--- src/rtl/mux_dff_sched_pkg.sv ---
// Shared types and helpers for the mux-DFF scheduler: FSM states, mux leg
// encodings and a one-hot grant encoder.
package mux_dff_sched_pkg;

  localparam int MAX_NREQ  = 8;
  localparam int IDX_MAX_W = 3;

  typedef enum logic [1:0] {
    IDLE   = 2'd0,
    DRIVE  = 2'd1,
    SAMPLE = 2'd2
  } state_t;

  localparam logic PATH_D0 = 1'b0;
  localparam logic PATH_D1 = 1'b1;

  function automatic logic [MAX_NREQ-1:0] onehot(input logic [IDX_MAX_W-1:0] idx);
    logic [MAX_NREQ-1:0] v;
    v      = {MAX_NREQ{1'b0}};
    v[idx] = 1'b1;
    return v;
  endfunction

endpackage

--- src/rtl/mux_dff_sched_if.sv ---
// Requester-side bus of the mux-DFF scheduler: level requests in, grants,
// completion pulses and response status out.
interface mux_dff_sched_if #(
  parameter int NREQ  = 4,
  parameter int CNT_W = 8
);

  logic [NREQ-1:0]  req;
  logic [NREQ-1:0]  req_bit;
  logic [NREQ-1:0]  req_path;
  logic             clr_req;
  logic [NREQ-1:0]  gnt;
  logic [NREQ-1:0]  ack;
  logic             clr_ack;
  logic             rsp_q;
  logic             rsp_err;
  logic             busy;
  logic [CNT_W-1:0] err_cnt;

  modport master (
    output req, req_bit, req_path, clr_req,
    input  gnt, ack, clr_ack, rsp_q, rsp_err, busy, err_cnt
  );

  modport slave (
    input  req, req_bit, req_path, clr_req,
    output gnt, ack, clr_ack, rsp_q, rsp_err, busy, err_cnt
  );

endinterface

--- src/rtl/mux_dff_rr_arb.sv ---
// Combinational round-robin picker: first set request strictly after the
// pointer, wrapping to the lowest set request.
module mux_dff_rr_arb #(
  parameter int NREQ  = 4,
  parameter int IDX_W = (NREQ > 1) ? $clog2(NREQ) : 1
) (
  input  logic [NREQ-1:0]  i_req,
  input  logic [IDX_W-1:0] i_ptr,
  input  logic             i_en,
  output logic [IDX_W-1:0] o_idx,
  output logic             o_valid
);

  logic             w_hi_found;
  logic [IDX_W-1:0] w_hi_idx;
  logic             w_lo_found;
  logic [IDX_W-1:0] w_lo_idx;

  // Lowest request above the pointer, and lowest request overall as the wrap.
  always_comb begin
    w_hi_found = 1'b0;
    w_hi_idx   = {IDX_W{1'b0}};
    w_lo_found = 1'b0;
    w_lo_idx   = {IDX_W{1'b0}};
    for (int j = 0; j < NREQ; j++) begin
      w_hi_idx   = (i_req[j] && (IDX_W'(j) > i_ptr) && !w_hi_found) ? IDX_W'(j) : w_hi_idx;
      w_hi_found = w_hi_found | (i_req[j] & (IDX_W'(j) > i_ptr));
      w_lo_idx   = (i_req[j] && !w_lo_found) ? IDX_W'(j) : w_lo_idx;
      w_lo_found = w_lo_found | i_req[j];
    end
  end

  assign o_idx   = w_hi_found ? w_hi_idx : w_lo_idx;
  assign o_valid = i_en & w_lo_found;

endmodule

--- src/rtl/mux_dff_sched.sv ---
// Round-robin scheduler sharing one 2:1-mux D flip-flop between requesters:
// drive one write, read q back a cycle later, report value and mismatch.
module mux_dff_sched
  import mux_dff_sched_pkg::*;
#(
  parameter int NREQ  = 4,
  parameter int CNT_W = 8
) (
  input  logic           i_clk,
  input  logic           i_rst,
  mux_dff_sched_if.slave bus_if,
  output logic           o_dff_d0,
  output logic           o_dff_d1,
  output logic           o_dff_sel,
  output logic           o_dff_rst,
  input  logic           i_dff_q
);

  localparam int IDX_W = (NREQ > 1) ? $clog2(NREQ) : 1;

  state_t           r_state;
  logic [NREQ-1:0]  r_gnt;
  logic [NREQ-1:0]  r_ack;
  logic             r_clr_ack;
  logic             r_rsp_q;
  logic             r_rsp_err;
  logic             r_busy;
  logic [CNT_W-1:0] r_err_cnt;
  logic             r_dff_d0;
  logic             r_dff_d1;
  logic             r_dff_sel;
  logic             r_dff_rst;
  logic             r_exp;
  logic             r_is_clr;
  logic [IDX_W-1:0] r_ptr;

  state_t           w_state_nx;
  logic [NREQ-1:0]  w_gnt_nx;
  logic [NREQ-1:0]  w_ack_nx;
  logic             w_clr_ack_nx;
  logic             w_rsp_q_nx;
  logic             w_rsp_err_nx;
  logic [CNT_W-1:0] w_err_cnt_nx;
  logic             w_dff_d0_nx;
  logic             w_dff_d1_nx;
  logic             w_dff_sel_nx;
  logic             w_dff_rst_nx;
  logic             w_exp_nx;
  logic             w_is_clr_nx;
  logic [IDX_W-1:0] w_ptr_nx;

  logic [IDX_W-1:0] w_win_idx;
  logic             w_win_valid;
  logic [NREQ-1:0]  w_win_oh;
  logic             w_mismatch;

  mux_dff_rr_arb #(
    .NREQ  (NREQ),
    .IDX_W (IDX_W)
  ) u_arb (
    .i_req   (bus_if.req),
    .i_ptr   (r_ptr),
    .i_en    ((r_state == IDLE) && !bus_if.clr_req),
    .o_idx   (w_win_idx),
    .o_valid (w_win_valid)
  );

  assign w_win_oh   = NREQ'(onehot(IDX_MAX_W'(w_win_idx)));
  // Case inequality so an undriven or unknown q counts as a mismatch.
  assign w_mismatch = (i_dff_q !== r_exp);

  // Next-state and next-output decode.
  always_comb begin
    w_state_nx   = r_state;
    w_gnt_nx     = r_gnt;
    w_ack_nx     = {NREQ{1'b0}};
    w_clr_ack_nx = 1'b0;
    w_rsp_q_nx   = r_rsp_q;
    w_rsp_err_nx = r_rsp_err;
    w_err_cnt_nx = r_err_cnt;
    w_dff_d0_nx  = r_dff_d0;
    w_dff_d1_nx  = r_dff_d1;
    w_dff_sel_nx = r_dff_sel;
    w_dff_rst_nx = r_dff_rst;
    w_exp_nx     = r_exp;
    w_is_clr_nx  = r_is_clr;
    w_ptr_nx     = r_ptr;
    case (r_state)
      IDLE: begin
        if (bus_if.clr_req) begin
          w_dff_rst_nx = 1'b1;
          w_exp_nx     = 1'b0;
          w_is_clr_nx  = 1'b1;
          w_state_nx   = DRIVE;
        end else if (w_win_valid) begin
          w_gnt_nx     = w_win_oh;
          w_dff_rst_nx = 1'b0;
          w_dff_sel_nx = bus_if.req_path[w_win_idx];
          // Unselected leg carries the complement so a wrong sel shows up in q.
          if (bus_if.req_path[w_win_idx] == PATH_D1) begin
            w_dff_d1_nx = bus_if.req_bit[w_win_idx];
            w_dff_d0_nx = ~bus_if.req_bit[w_win_idx];
          end else begin
            w_dff_d0_nx = bus_if.req_bit[w_win_idx];
            w_dff_d1_nx = ~bus_if.req_bit[w_win_idx];
          end
          w_exp_nx     = bus_if.req_bit[w_win_idx];
          w_is_clr_nx  = 1'b0;
          w_ptr_nx     = w_win_idx;
          w_state_nx   = DRIVE;
        end else begin
          w_dff_rst_nx = 1'b0;
        end
      end
      DRIVE: begin
        w_state_nx = SAMPLE;
      end
      SAMPLE: begin
        w_rsp_q_nx   = i_dff_q;
        w_rsp_err_nx = w_mismatch;
        if (r_is_clr) begin
          w_clr_ack_nx = 1'b1;
        end else begin
          w_ack_nx = r_gnt;
        end
        if (w_mismatch && (r_err_cnt != {CNT_W{1'b1}})) begin
          w_err_cnt_nx = r_err_cnt + CNT_W'(1'b1);
        end else begin
          w_err_cnt_nx = r_err_cnt;
        end
        w_gnt_nx     = {NREQ{1'b0}};
        w_dff_rst_nx = 1'b0;
        w_state_nx   = IDLE;
      end
      default: begin
        w_state_nx = IDLE;
      end
    endcase
  end

  // State and output registers with synchronous active-low reset.
  always_ff @(posedge i_clk) begin
    if (!i_rst) begin
      r_state   <= IDLE;
      r_gnt     <= {NREQ{1'b0}};
      r_ack     <= {NREQ{1'b0}};
      r_clr_ack <= 1'b0;
      r_rsp_q   <= 1'b0;
      r_rsp_err <= 1'b0;
      r_busy    <= 1'b0;
      r_err_cnt <= {CNT_W{1'b0}};
      r_dff_d0  <= 1'b0;
      r_dff_d1  <= 1'b0;
      r_dff_sel <= 1'b0;
      r_dff_rst <= 1'b1;
      r_exp     <= 1'b0;
      r_is_clr  <= 1'b0;
      r_ptr     <= IDX_W'(NREQ - 1);
    end else begin
      r_state   <= w_state_nx;
      r_gnt     <= w_gnt_nx;
      r_ack     <= w_ack_nx;
      r_clr_ack <= w_clr_ack_nx;
      r_rsp_q   <= w_rsp_q_nx;
      r_rsp_err <= w_rsp_err_nx;
      r_busy    <= (w_state_nx != IDLE);
      r_err_cnt <= w_err_cnt_nx;
      r_dff_d0  <= w_dff_d0_nx;
      r_dff_d1  <= w_dff_d1_nx;
      r_dff_sel <= w_dff_sel_nx;
      r_dff_rst <= w_dff_rst_nx;
      r_exp     <= w_exp_nx;
      r_is_clr  <= w_is_clr_nx;
      r_ptr     <= w_ptr_nx;
    end
  end

  assign bus_if.gnt     = r_gnt;
  assign bus_if.ack     = r_ack;
  assign bus_if.clr_ack = r_clr_ack;
  assign bus_if.rsp_q   = r_rsp_q;
  assign bus_if.rsp_err = r_rsp_err;
  assign bus_if.busy    = r_busy;
  assign bus_if.err_cnt = r_err_cnt;
  assign o_dff_d0       = r_dff_d0;
  assign o_dff_d1       = r_dff_d1;
  assign o_dff_sel      = r_dff_sel;
  assign o_dff_rst      = r_dff_rst;

endmodule
--- src/flat_wrapper.sv ---
// flat-port wrapper written by rule: the top's interface ports become plain ports
module mux_dff_sched_flat import mux_dff_sched_pkg::*;
#(
  parameter int NREQ  = 4,
  parameter int CNT_W = 8
)
  (i_clk, i_rst, o_dff_d0, o_dff_d1, o_dff_sel, o_dff_rst, i_dff_q, bus_if_req, bus_if_req_bit, bus_if_req_path, bus_if_clr_req, bus_if_gnt, bus_if_ack, bus_if_clr_ack, bus_if_rsp_q, bus_if_rsp_err, bus_if_busy, bus_if_err_cnt);
  mux_dff_sched_if #(.NREQ(NREQ), .CNT_W(CNT_W)) bus_if_i ();
  input  logic i_clk;
  input  logic i_rst;
  output logic o_dff_d0;
  output logic o_dff_d1;
  output logic o_dff_sel;
  output logic o_dff_rst;
  input  logic i_dff_q;
  input wire logic [$bits(bus_if_i.req)-1:0] bus_if_req;
  input wire logic [$bits(bus_if_i.req_bit)-1:0] bus_if_req_bit;
  input wire logic [$bits(bus_if_i.req_path)-1:0] bus_if_req_path;
  input wire logic [$bits(bus_if_i.clr_req)-1:0] bus_if_clr_req;
  output wire logic [$bits(bus_if_i.gnt)-1:0] bus_if_gnt;
  output wire logic [$bits(bus_if_i.ack)-1:0] bus_if_ack;
  output wire logic [$bits(bus_if_i.clr_ack)-1:0] bus_if_clr_ack;
  output wire logic [$bits(bus_if_i.rsp_q)-1:0] bus_if_rsp_q;
  output wire logic [$bits(bus_if_i.rsp_err)-1:0] bus_if_rsp_err;
  output wire logic [$bits(bus_if_i.busy)-1:0] bus_if_busy;
  output wire logic [$bits(bus_if_i.err_cnt)-1:0] bus_if_err_cnt;
  assign bus_if_i.req = bus_if_req;
  assign bus_if_i.req_bit = bus_if_req_bit;
  assign bus_if_i.req_path = bus_if_req_path;
  assign bus_if_i.clr_req = bus_if_clr_req;
  assign bus_if_gnt = bus_if_i.gnt;
  assign bus_if_ack = bus_if_i.ack;
  assign bus_if_clr_ack = bus_if_i.clr_ack;
  assign bus_if_rsp_q = bus_if_i.rsp_q;
  assign bus_if_rsp_err = bus_if_i.rsp_err;
  assign bus_if_busy = bus_if_i.busy;
  assign bus_if_err_cnt = bus_if_i.err_cnt;
  mux_dff_sched #(.NREQ(NREQ), .CNT_W(CNT_W)) u_core (.i_clk(i_clk), .i_rst(i_rst), .bus_if(bus_if_i), .o_dff_d0(o_dff_d0), .o_dff_d1(o_dff_d1), .o_dff_sel(o_dff_sel), .o_dff_rst(o_dff_rst), .i_dff_q(i_dff_q));
endmodule
--- config.mk ---
export PLATFORM = sky130hd
export DESIGN_NAME = mux_dff_sched_flat
export DESIGN_NICKNAME = d
export VERILOG_FILES = /design/src/rtl/mux_dff_sched_pkg.sv /design/src/rtl/mux_dff_sched_if.sv /design/src/rtl/mux_dff_rr_arb.sv /design/src/rtl/mux_dff_sched.sv /design/src/flat_wrapper.sv
export SDC_FILE = /design/constraint.sdc
export NUM_CORES = 1
export LEC_CHECK = 0
export ABC_AREA = 1
export CORE_MARGIN = 2
export CORE_UTILIZATION = 43
export DETAILED_ROUTE_END_ITERATION = 7
export PLACE_DENSITY = 0.8
export SYNTH_ARGS = -nofsm -noshare
export SYNTH_HDL_FRONTEND = slang
export SYNTH_SLANG_ARGS = --single-unit
--- constraint.sdc ---
create_clock -name i_clk -period 1.4 [get_ports i_clk]
set_input_delay 0.28 -clock i_clk [delete_from_list [all_inputs] [get_ports i_clk]]
set_output_delay 0.28 -clock i_clk [all_outputs]
set_load 0.02 [all_outputs]
# After elaboration in Yosys (flattened, before gate mapping)

Cells that the tools add are included.
Widths: inputs -> output; s select.

Bitwise logic cells: 15
Add/subtract/negate cells: 1
Reduce and logical (&&, ||, !) cells: 29
Multiplexer cells: 28
$lt $le $gt $ge: 7
Equality and inequality tests: 6

Operator list:

| cell                | number |
|---|---|
| $mux 2              | 7 |
| $mux 1              | 13 |
| $logic_and 1x1->1   | 12 |
| $add 8x1->8 const B | 1 |
| $mux 4              | 2 |
| $ne 8x8->1 const B  | 1 |
| $pmux 4 s2          | 1 |
| $logic_not 1->1     | 7 |
| $or 1x1->1          | 6 |
| $reduce_and 2->1    | 3 |
| $reduce_and 3->1    | 2 |
| $reduce_bool 2->1   | 3 |
| $and 1x1->1         | 5 |
| $bmux 1 s2          | 2 |
| $gt 1x2->1 const A  | 2 |
| $gt 2x2->1 const A  | 2 |
| $lt 2x4->1 const B  | 1 |
| $ne 2x2->1 const B  | 2 |
| $not 1->1           | 4 |
| $pmux 2 s2          | 1 |
| $lt 2x3->1 const B  | 1 |
| $reduce_or 3->1     | 1 |
| $demux 1 s2         | 1 |
| $eq 2x1->1 const B  | 1 |
| 5 further kinds     | 5 |

Input port bits: 16
Register bits after elaboration: 30
Output and inout bits: 24
Logic and storage cells: 101

# Logic depth before layout (Yosys ltp)

Gate-level depths: netlist of the first run.

Depth after elaboration: 15
Depth in mapped cells: 14
Mapped depth without buffers: 14

# Cells and area by module

A second synthesis of the first run with hierarchy kept.

Cell total of the unflattened synthesis: 197
Area total of the unflattened synthesis: 1395.1 um^2

Modules (own cells, without submodules):

| module         | instances | area an instance (um^2) | cells an instance |
|---|---|---|---|
| mux_dff_sched  | 1         | 1303.8                  | 175 |
| mux_dff_rr_arb | 1         | 91.3                    | 22 |

# Least setup slack after synthesis of the first run

Ideal clock, no wire load.

Path kind: reg2reg
Start point: register u_core.r_err_cnt[0] (netlist: u_core.bus_if.err_cnt[0])
End point: register u_core.r_err_cnt[4] (netlist: u_core.bus_if.err_cnt[4])
Buffers on the path: 0
Library setup time: 0.118 ns
Period minus slack after synthesis: 1.490 ns
Data arrival time: 1.372 ns
Slack: -0.090 ns
Stages on the path, launching flop included: 11
Cell sequence: dfxtp_1 ha_1 nand3_1 nor2_1 nand2_1 nand2_4 inv_1 nand2_1 o21ai_0 nand2_1 nor2_1

Longest elaborated chain between the ends: 3
Elaborated cells on any way between the ends: 4

RTL lines:

| element                                                             | RTL line             | RTL |
|---|---|---|
| start, declared                                                     | mux_dff_sched.sv:28  | `logic [CNT_W-1:0] r_err_cnt;` |
| start signal, assigned                                              | mux_dff_sched.sv:151 | `r_err_cnt <= {CNT_W{1'b0}};` |
| start signal, assigned                                              | mux_dff_sched.sv:167 | `r_err_cnt <= w_err_cnt_nx;` |
| parallel branches: the longest is 3 deep, another holds $add 8x1->8 | -                    |  |

Parallel ways; which one is timed is not known.
A chain may end at the register's enable or synchronous reset.

# Worst setup path in the final report of the first run

Start point: register u_core.r_ptr[1]
End point: register u_core.r_dff_d1 (netlist: u_core.o_dff_d1)

Longest elaborated chain between the ends: 12
Elaborated cells on any way between the ends: 30

RTL lines:

| element                                         | RTL line                                   | RTL |
|---|---|---|
| start, declared                                 | mux_dff_sched.sv:35                        | `logic [IDX_W-1:0] r_ptr;` |
| start signal, assigned                          | mux_dff_sched.sv:158                       | `r_ptr <= IDX_W'(NREQ - 1);` |
| start signal, assigned                          | mux_dff_sched.sv:174                       | `r_ptr <= w_ptr_nx;` |
| $gt 1x2->1, on equally long branches            | mux_dff_rr_arb.sv:27, mux_dff_rr_arb.sv:26 |  |
| $and 1x1->1                                     | mux_dff_rr_arb.sv:27                       | `w_hi_found = w_hi_found \| (i_req[j] & (IDX_W'(j) > i_ptr));` |
| $logic_not 1->1 or $or 1x1->1 (tied branches)   | mux_dff_rr_arb.sv:26, mux_dff_rr_arb.sv:27 |  |
| $logic_and 1x1->1, or another cell as far along | mux_dff_rr_arb.sv:26                       | `w_hi_idx = (i_req[j] && (IDX_W'(j) > i_ptr) && !w_hi_found) ? IDX_W'(j) : w_hi_idx;` |
| $mux 1, or another cell as far along            | mux_dff_rr_arb.sv:26                       |  |
| $mux 2 or $logic_and 1x1->1 (tied branches)     | mux_dff_rr_arb.sv:26                       |  |
| $mux 2                                          | mux_dff_rr_arb.sv:26                       |  |
| $mux 2 (*)                                      | mux_dff_rr_arb.sv:33                       | `assign o_idx = w_hi_found ? w_hi_idx : w_lo_idx;` |
| $bmux 1 s2                                      | mux_dff_sched.sv:101, mux_dff_sched.sv:105 |  |
| $mux 1 (implied by the code)                    | mux_dff_sched.sv:101, mux_dff_sched.sv:105 |  |
| $not 1->1                                       | mux_dff_sched.sv:105                       | `w_dff_d1_nx = ~bus_if.req_bit[w_win_idx];` |
| $mux 1 (*)                                      | mux_dff_sched.sv:100                       | `if (bus_if.req_path[w_win_idx] == PATH_D1) begin` |
| end signal, assigned                            | mux_dff_sched.sv:169                       | `r_dff_d1 <= w_dff_d1_nx;` |
| end, declared                                   | mux_dff_sched.sv:30                        | `logic r_dff_d1;` |

Mark *: on every way between the ends. The rest lies on a longest branch, timed or not. The select of a mux whose other input is x is not followed.

==> results of run 1 <==
-- worst max-delay path: stages, from the launching register on --
cell and delay [ns]:
dfxtp_4 0.40, inv_4 0.06, nand2_4 0.11, nand2_2 0.09, o21ai_4 0.17, inv_2 0.10, nand3_2 0.08, nand3_2 0.10
nand2_2 0.11, nand2_1 0.09, a21oi_2 0.14
-- cell usage in the layout (no fill, tap or decap), types with 3 or more instances in the layout --
cell type / synthesis / layout
a21oi_2: 2 / 4
nand3_2: 1 / 11
nand2_1: 38 / 24
inv_1: 26 / 23
o21ai_0: 10 / 8
clkdlybuf4s50_1: 0 / 10
nor2_2: 1 / 3
dfxtp_1: 30 / 24
dlygate4sd2_1: 0 / 24
a21oi_1: 17 / 14
nand2_4: 3 / 4
nor2_4: 4 / 7
nor3_1: 4 / 4
nand3_1: 20 / 10
nor2_1: 19 / 14
inv_2: 6 / 7
buf_4: 0 / 31
clkbuf_4: 0 / 5
dfxtp_2: 0 / 4
buf_6: 0 / 3
nand2_2: 3 / 15
-- power groups by stage --
stage / Clock [W] / Combinational (W) / Sequential, W
after floorplan: 0 / 0.000279 / 0.000998
after global placement: 0 / 0.000553 / 0.000960
after detailed placement: 0 / 0.000562 / 0.000959
after CTS: 0.000674 / 0.000581 / 0.000941
after global routing: 0.000722 / 0.000776 / 0.000956
final: 0.000670 / 0.000715 / 0.000951
-- cells by family after synthesis --
logic type	after synthesis	share of synthesized area
buffers and inverters	36	0.101
AO/OA/AOI/OAI	33	0.132
adder cells (fa/ha/maj)	1	0.00854
XOR/XNOR	3	0.0179
flip-flops	30	0.410
AND/OR/NAND/NOR	95	0.331
-- cell type report --
class | instances | area [sq um]
multi-input combinational | 132 | 905
sequential | 30 | 613
inverter | 34 | 145
clock buffer | 7 | 45.0
timing repair buffer | 73 | 619
fill | 241 | 896
clock inverter | 1 | 30.0
tap | 46 | 57.6
-- sequential cells by signal (all words and copies together) (netlist names) --
signal and count:
u_core.bus_if.err_cnt 8, u_core.bus_if.ack 4, u_core.bus_if.gnt 4, u_core.r_ptr 2, u_core.r_state 2, u_core.bus_if.busy 1, u_core.bus_if.clr_ack 1, u_core.bus_if.rsp_err 1
u_core.bus_if.rsp_q 1, u_core.o_dff_d0 1, u_core.o_dff_d1 1, u_core.o_dff_rst 1, u_core.o_dff_sel 1, u_core.r_exp 1, u_core.r_is_clr 1
-- stage by stage --
stage / util / instances
floorplan: - / 198
global placement: 0.622 / 301
detailed placement: 0.622 / 301
CTS: 0.659 / 312
global route: 0.729 / 323
finish: 0.729 / 323
-- how the worst min path moves through the flow --
| stage | start | to | slack, ns |
|---|---|---|---|
| after floorplan | bus_if_clr_req | u_core.o_dff_rst$_SDFFE_PN1P_ | 0.41 |
| after global placement | u_core.bus_if.gnt[2]$_SDFFE_PN0P_ | u_core.bus_if.ack[2]$_SDFF_PP0_ | 0.43 |
| after detailed placement | u_core.bus_if.gnt[3]$_SDFFE_PN0P_ | u_core.bus_if.ack[3]$_SDFF_PP0_ | 0.43 |
| after CTS | u_core.bus_if.gnt[3]$_SDFFE_PN0P_ | u_core.bus_if.ack[3]$_SDFF_PP0_ | 0.44 |
| after global routing | i_dff_q | u_core.bus_if.rsp_q$_SDFFE_PN0P_ | 0.31 |
| final | i_dff_q | u_core.bus_if.rsp_q$_SDFFE_PN0P_ | 0.30 |
-- routing by layer --
layer  vias up  share of wire  track usage
li1        788              -            -
met1       700           0.45        0.231
met2        31           0.51        0.307
met3         7          0.036       0.0595
met4         0          0.012       0.0528
met5         -              0            0
-- timing repair --
item | 4_1_cts | 5_1_grt
buffers inserted | 3 | 12
pin swaps | 9 | 27
endpoints found under the setup margin | 40 | 21
gates resized for setup | 48 | 48
==> results.sh, run 1 <==
export IMPL_htree_levels=2
export IMPL_syn2layout_area_growth_pct=64.8
export IMPL_numCtsBuffers=5
export IMPL_yosysTopAreaCellShare=0.410
export IMPL_power_frac_seq=0.407
export IMPL_design_die_area_sq_um=3890
export IMPL_relSlewSlack=0.810
export IMPL_finalHoldViolCount=0
export IMPL_cts_max_path_buffers=2
export IMPL_finalWorstSetupSlack_ns=-0.107
export IMPL_final_max_slew_viol_count=0
export IMPL_intPower_w=0.00160
export IMPL_vdd_drop_max_uv=1020
export IMPL_netlist_area_sq_um=1470
export IMPL_rows=21
export IMPL_fin_crit_ns=1.51
export IMPL_grt_usage=0.185
export IMPL_fin_crit_sh=1.08
export IMPL_violations="setup timing"
export IMPL_rsz0062_at_grt="yes"
export IMPL_n_antenna_cell=0
export IMPL_nets=293
export IMPL_cap_violations=0
export IMPL_first_global_vias=1345
export IMPL_hold_slack_ns=0.298
export IMPL_worst_setup_path_end_kind="register"
export IMPL_ant_nets=0
export IMPL_detail_route_iter0_violations=54
export IMPL_die_w_um=62.4
export IMPL_p_leak_nw=1.12
export IMPL_swShare=0.314
export IMPL_io_pins=40
export IMPL_ys_async_sr_fraction=0
export IMPL_synth_nets=215
export IMPL_rrSetupSlack_ns=-0.11
export IMPL_pwr_density_cell_nw_per_um2=967
export IMPL_critPathMaxFanout=5
export IMPL_wire_per_inst_um=12.5
export IMPL_synth_commonest_cells="nand2_1 (38), dfxtp_1 (30), inv_1 (26), nand3_1 (20), nor2_1 (19)"
export IMPL_cp_required_ns=1.67
export IMPL_syn_avg_cell_area_sq_um=7.40
export IMPL_grt_max_degree=13
export IMPL_min_path_type="input port to register"
export IMPL_dp_slack_ns=-0.556
export IMPL_ys_warn_count=0
export IMPL_grt_antenna_before_repair=0
export IMPL_drt_pass1_iter_count=4
export IMPL_p_switching_w=0.000734
export IMPL_dominantRegCellSynth="dfxtp_1"
export IMPL_layout_drive_gt1_share=0.404
export IMPL_yosys_top_cells_area="dfxtp_1 (41%), nand2_1 (9.7%), nand3_1 (6.8%)"
export IMPL_hold_depth=3
export IMPL_synth_edf_count=0
export IMPL_fmax_mhz=664
export IMPL_stdcell_area_sq_um=2410
export IMPL_power_frac_comb=0.306
export IMPL_viasPerCell=4.72
export IMPL_worst_pin_slew_ns=0.284
export IMPL_timing_rr_end="u_core.o_dff_d1$_SDFFE_PN0P_"
export IMPL_drc=0
export IMPL_clockRootBuffer="clkbuf_4"
export IMPL_cp_arrival_ns=1.78
export IMPL_placed_cell_area_sq_um=2060
export IMPL_tns_ns=-0.184
export IMPL_clk_pin_slew_worst_paths_ns=0.09
export IMPL_grt_pass1_wl_um=5770
export IMPL_worstSetupStartpoint="u_core.r_ptr[1]$_SDFFE_PN1P_"
export IMPL_synth_most_common_cell="nand2_1"
export IMPL_clock_power_share=0.287
export IMPL_num_vias=1526
export IMPL_worstSkewPairLatency_ns=0.34
export IMPL_syn_inst=198
export IMPL_worst_setup_path_type="register to register"
export IMPL_clock_sinks=30
export IMPL_port_buffers=39
export IMPL_wl_um=4030
export IMPL_finalClockSkew_ns=0.0123
export IMPL_die_height_um=62.4
export IMPL_r2r_start="u_core.r_ptr[1]$_SDFFE_PN1P_"
export IMPL_setup_violations_final=4
export IMPL_status="finished, violations left"
export IMPL_ys_seq_elements=30
export IMPL_startpoint_type="register"
export IMPL_reg2regPathDepth=10
export IMPL_core_area_sq_um=3310
export IMPL_ys_seq_area_frac=0.410
export IMPL_synth_cell_types=27
export IMPL_gp_congestion=0.872
export IMPL_endpoint="u_core.o_dff_d1$_SDFFE_PN0P_"
export IMPL_holdBufCountCts=0
export IMPL_initial_utilization=0.443
export IMPL_gr_total_overflow=0
export IMPL_hpwl_um=2490
export IMPL_power_w=0.00234
export IMPL_cts_tree="done"
export IMPL_yosys_area_top_type="dfxtp_1"
Power figures use the tool's default switching activity.
==> run 2: changes to the inputs <==
--- a/config.mk
+++ b/config.mk
@@ -6,10 +6,13 @@
 export NUM_CORES = 1
 export LEC_CHECK = 0
 export ABC_AREA = 1
+export CAP_MARGIN = 0
+export CELL_PAD_IN_SITES_DETAIL_PLACEMENT = 1
+export CELL_PAD_IN_SITES_GLOBAL_PLACEMENT = 1
 export CORE_MARGIN = 2
-export CORE_UTILIZATION = 43
+export CORE_UTILIZATION = 30
 export DETAILED_ROUTE_END_ITERATION = 7
-export PLACE_DENSITY = 0.8
+export PLACE_DENSITY = 0.79
 export SYNTH_ARGS = -nofsm -noshare
 export SYNTH_HDL_FRONTEND = slang
 export SYNTH_SLANG_ARGS = --single-unit
==> results.sh, run 2 (synthesis results as in run 1) <==
export IMPL_num_vias=1639
export IMPL_clk_pin_slew_worst_paths_ns=0.07
export IMPL_grt_antenna_before_repair=0
export IMPL_ant_nets=0
export IMPL_endpoint="u_core.r_ptr[0]$_SDFFE_PN1P_"
export IMPL_tns_ns=-0.502
export IMPL_r2r_start="u_core.r_state[1]$_SDFF_PN0_"
export IMPL_p_leak_nw=1.21
export IMPL_rsz0062_at_grt="yes"
export IMPL_finalWorstSetupSlack_ns=-0.160
export IMPL_viasPerCell=4.68
export IMPL_holdBufCountCts=0
export IMPL_grt_max_degree=19
export IMPL_gr_total_overflow=0
export IMPL_core_area_sq_um=4720
export IMPL_detail_route_iter0_violations=60
export IMPL_layout_commonest_cell="buf_4"
export IMPL_dp_slack_ns=-0.576
export IMPL_startpoint_type="register"
export IMPL_n_antenna_cell=0
export IMPL_rows=25
export IMPL_grt_usage=0.202
export IMPL_hpwl_um=3090
export IMPL_drt_pass1_iter_count=4
export IMPL_htree_levels=2
export IMPL_pwr_density_cell_nw_per_um2=925
export IMPL_gp_congestion=0.780
export IMPL_layout_drive_gt1_share=0.466
export IMPL_critPathMaxFanout=6
export IMPL_cts_max_path_buffers=2
export IMPL_hold_slack_ns=0.372
export IMPL_vdd_drop_max_uv=454
export IMPL_final_cell_mix="buf_4 (36), dlygate4sd2_1 (25), dfxtp_1 (24)"
export IMPL_rrSetupSlack_ns=-0.16
export IMPL_cp_required_ns=1.54
export IMPL_drc=0
export IMPL_syn2layout_area_growth_pct=80.4
export IMPL_port_buffers=39
export IMPL_final_max_slew_viol_count=0
export IMPL_worstSetupStartpoint="u_core.r_state[1]$_SDFF_PN0_"
export IMPL_largest_register_ffs=8
export IMPL_fin_crit_sh=1.11
export IMPL_grt_pass1_wl_um=8330
export IMPL_first_global_vias=1705
export IMPL_finalClockSkew_ns=0.00676
export IMPL_wire_per_inst_um=16.1
export IMPL_setup_violations_final=11
export IMPL_cts_tree="done"
export IMPL_die_w_um=73.9
export IMPL_timing_rr_end="u_core.r_ptr[0]$_SDFFE_PN1P_"
export IMPL_numCtsBuffers=5
export IMPL_design_die_area_sq_um=5460
export IMPL_worst_pin_slew_ns=0.267
export IMPL_io_pins=40
export IMPL_worstSkewPairLatency_ns=0.28
export IMPL_violations="setup timing"
export IMPL_relSlewSlack=0.822
export IMPL_status="finished, violations left"
export IMPL_wl_um=5640
export IMPL_initial_utilization=0.310
export IMPL_fmax_mhz=641
export IMPL_cap_violations=0
export IMPL_worst_setup_path_end_kind="register"
export IMPL_worst_setup_path_type="register to register"
export IMPL_reg2regPathDepth=7
export IMPL_nets=301
export IMPL_fin_crit_ns=1.56
export IMPL_clockRootBuffer="clkbuf_8"
export IMPL_die_height_um=73.9
export IMPL_cp_arrival_ns=1.71
export IMPL_finalHoldViolCount=0
export IMPL_min_from="bus_if_req[3]"
export IMPL_clock_sinks=30
export IMPL_min_path_type="input port to register"
run 2: critical path, stage by stage, from the launching register on:
cell,delay (ns)
dfxtp_2,0.34
buf_4,0.14
nor2_4,0.12
o31ai_4,0.10
nor2_4,0.20
inv_4,0.10
a21oi_1,0.25
o21ai_0,0.17
run 2: area by class of cell:
class                      instances  area, sq um
fill                             564         2080
inverter                          34          148
timing repair buffer              81          719
tap                               67         83.8
multi-input combinational        132          992
clock buffer                       6         82.6
sequential                        30          618
run 2: layer usage:
layer | GRT usage | part of all wire | up-vias
li1 | - | - | 793
met1 | 0.233 | 0.44 | 797
met2 | 0.362 | 0.51 | 36
met5 | 0 | 0 | -
met3 | 0.0316 | 0.023 | 13
met4 | 0.0909 | 0.023 | 0
run 2: per-stage QoR:
stage	total power (W)	util	area, sq um	instances
2_1_floorplan	0.00128	-	1470	198
3_5_place_dp	0.00155	0.450	2130	326
6_report	0.00244	0.560	2640	350
5_1_grt	0.00253	0.560	2640	350
4_1_cts	0.00232	0.506	2390	341
3_3_place_gp	0.00153	0.450	2130	326
run 2: worst min path at each step:
stage | to | slack (ns) | depth (start not counted)
floorplan | u_core.o_dff_rst$_SDFFE_PN1P_ | 0.41 | 2
global placement | u_core.bus_if.ack[0]$_SDFF_PP0_ | 0.44 | 2
detailed placement | u_core.bus_if.ack[3]$_SDFF_PP0_ | 0.45 | 2
CTS | u_core.bus_if.ack[3]$_SDFF_PP0_ | 0.46 | 2
global route | u_core.r_is_clr$_SDFFE_PN0P_ | 0.39 | 4
finish | u_core.r_is_clr$_SDFFE_PN0P_ | 0.37 | 4
run 2: timing repair:
| item | in CTS | in global routing |
|---|---|---|
| setup buffers | 11 | 9 |
| endpoints found under the setup margin | 42 | 21 |
| pin swaps | 25 | 26 |
| endpoints found under the hold margin | 0 | 0 |
| resized for setup | 70 | 53 |
run 2: where the power goes:
group | switching, W | internal, W
logic | 0.000449 | 0.000338
clock network | 0.000326 | 0.000379
registers | 0.0000472 | 0.000906
total | 0.000822 | 0.00162
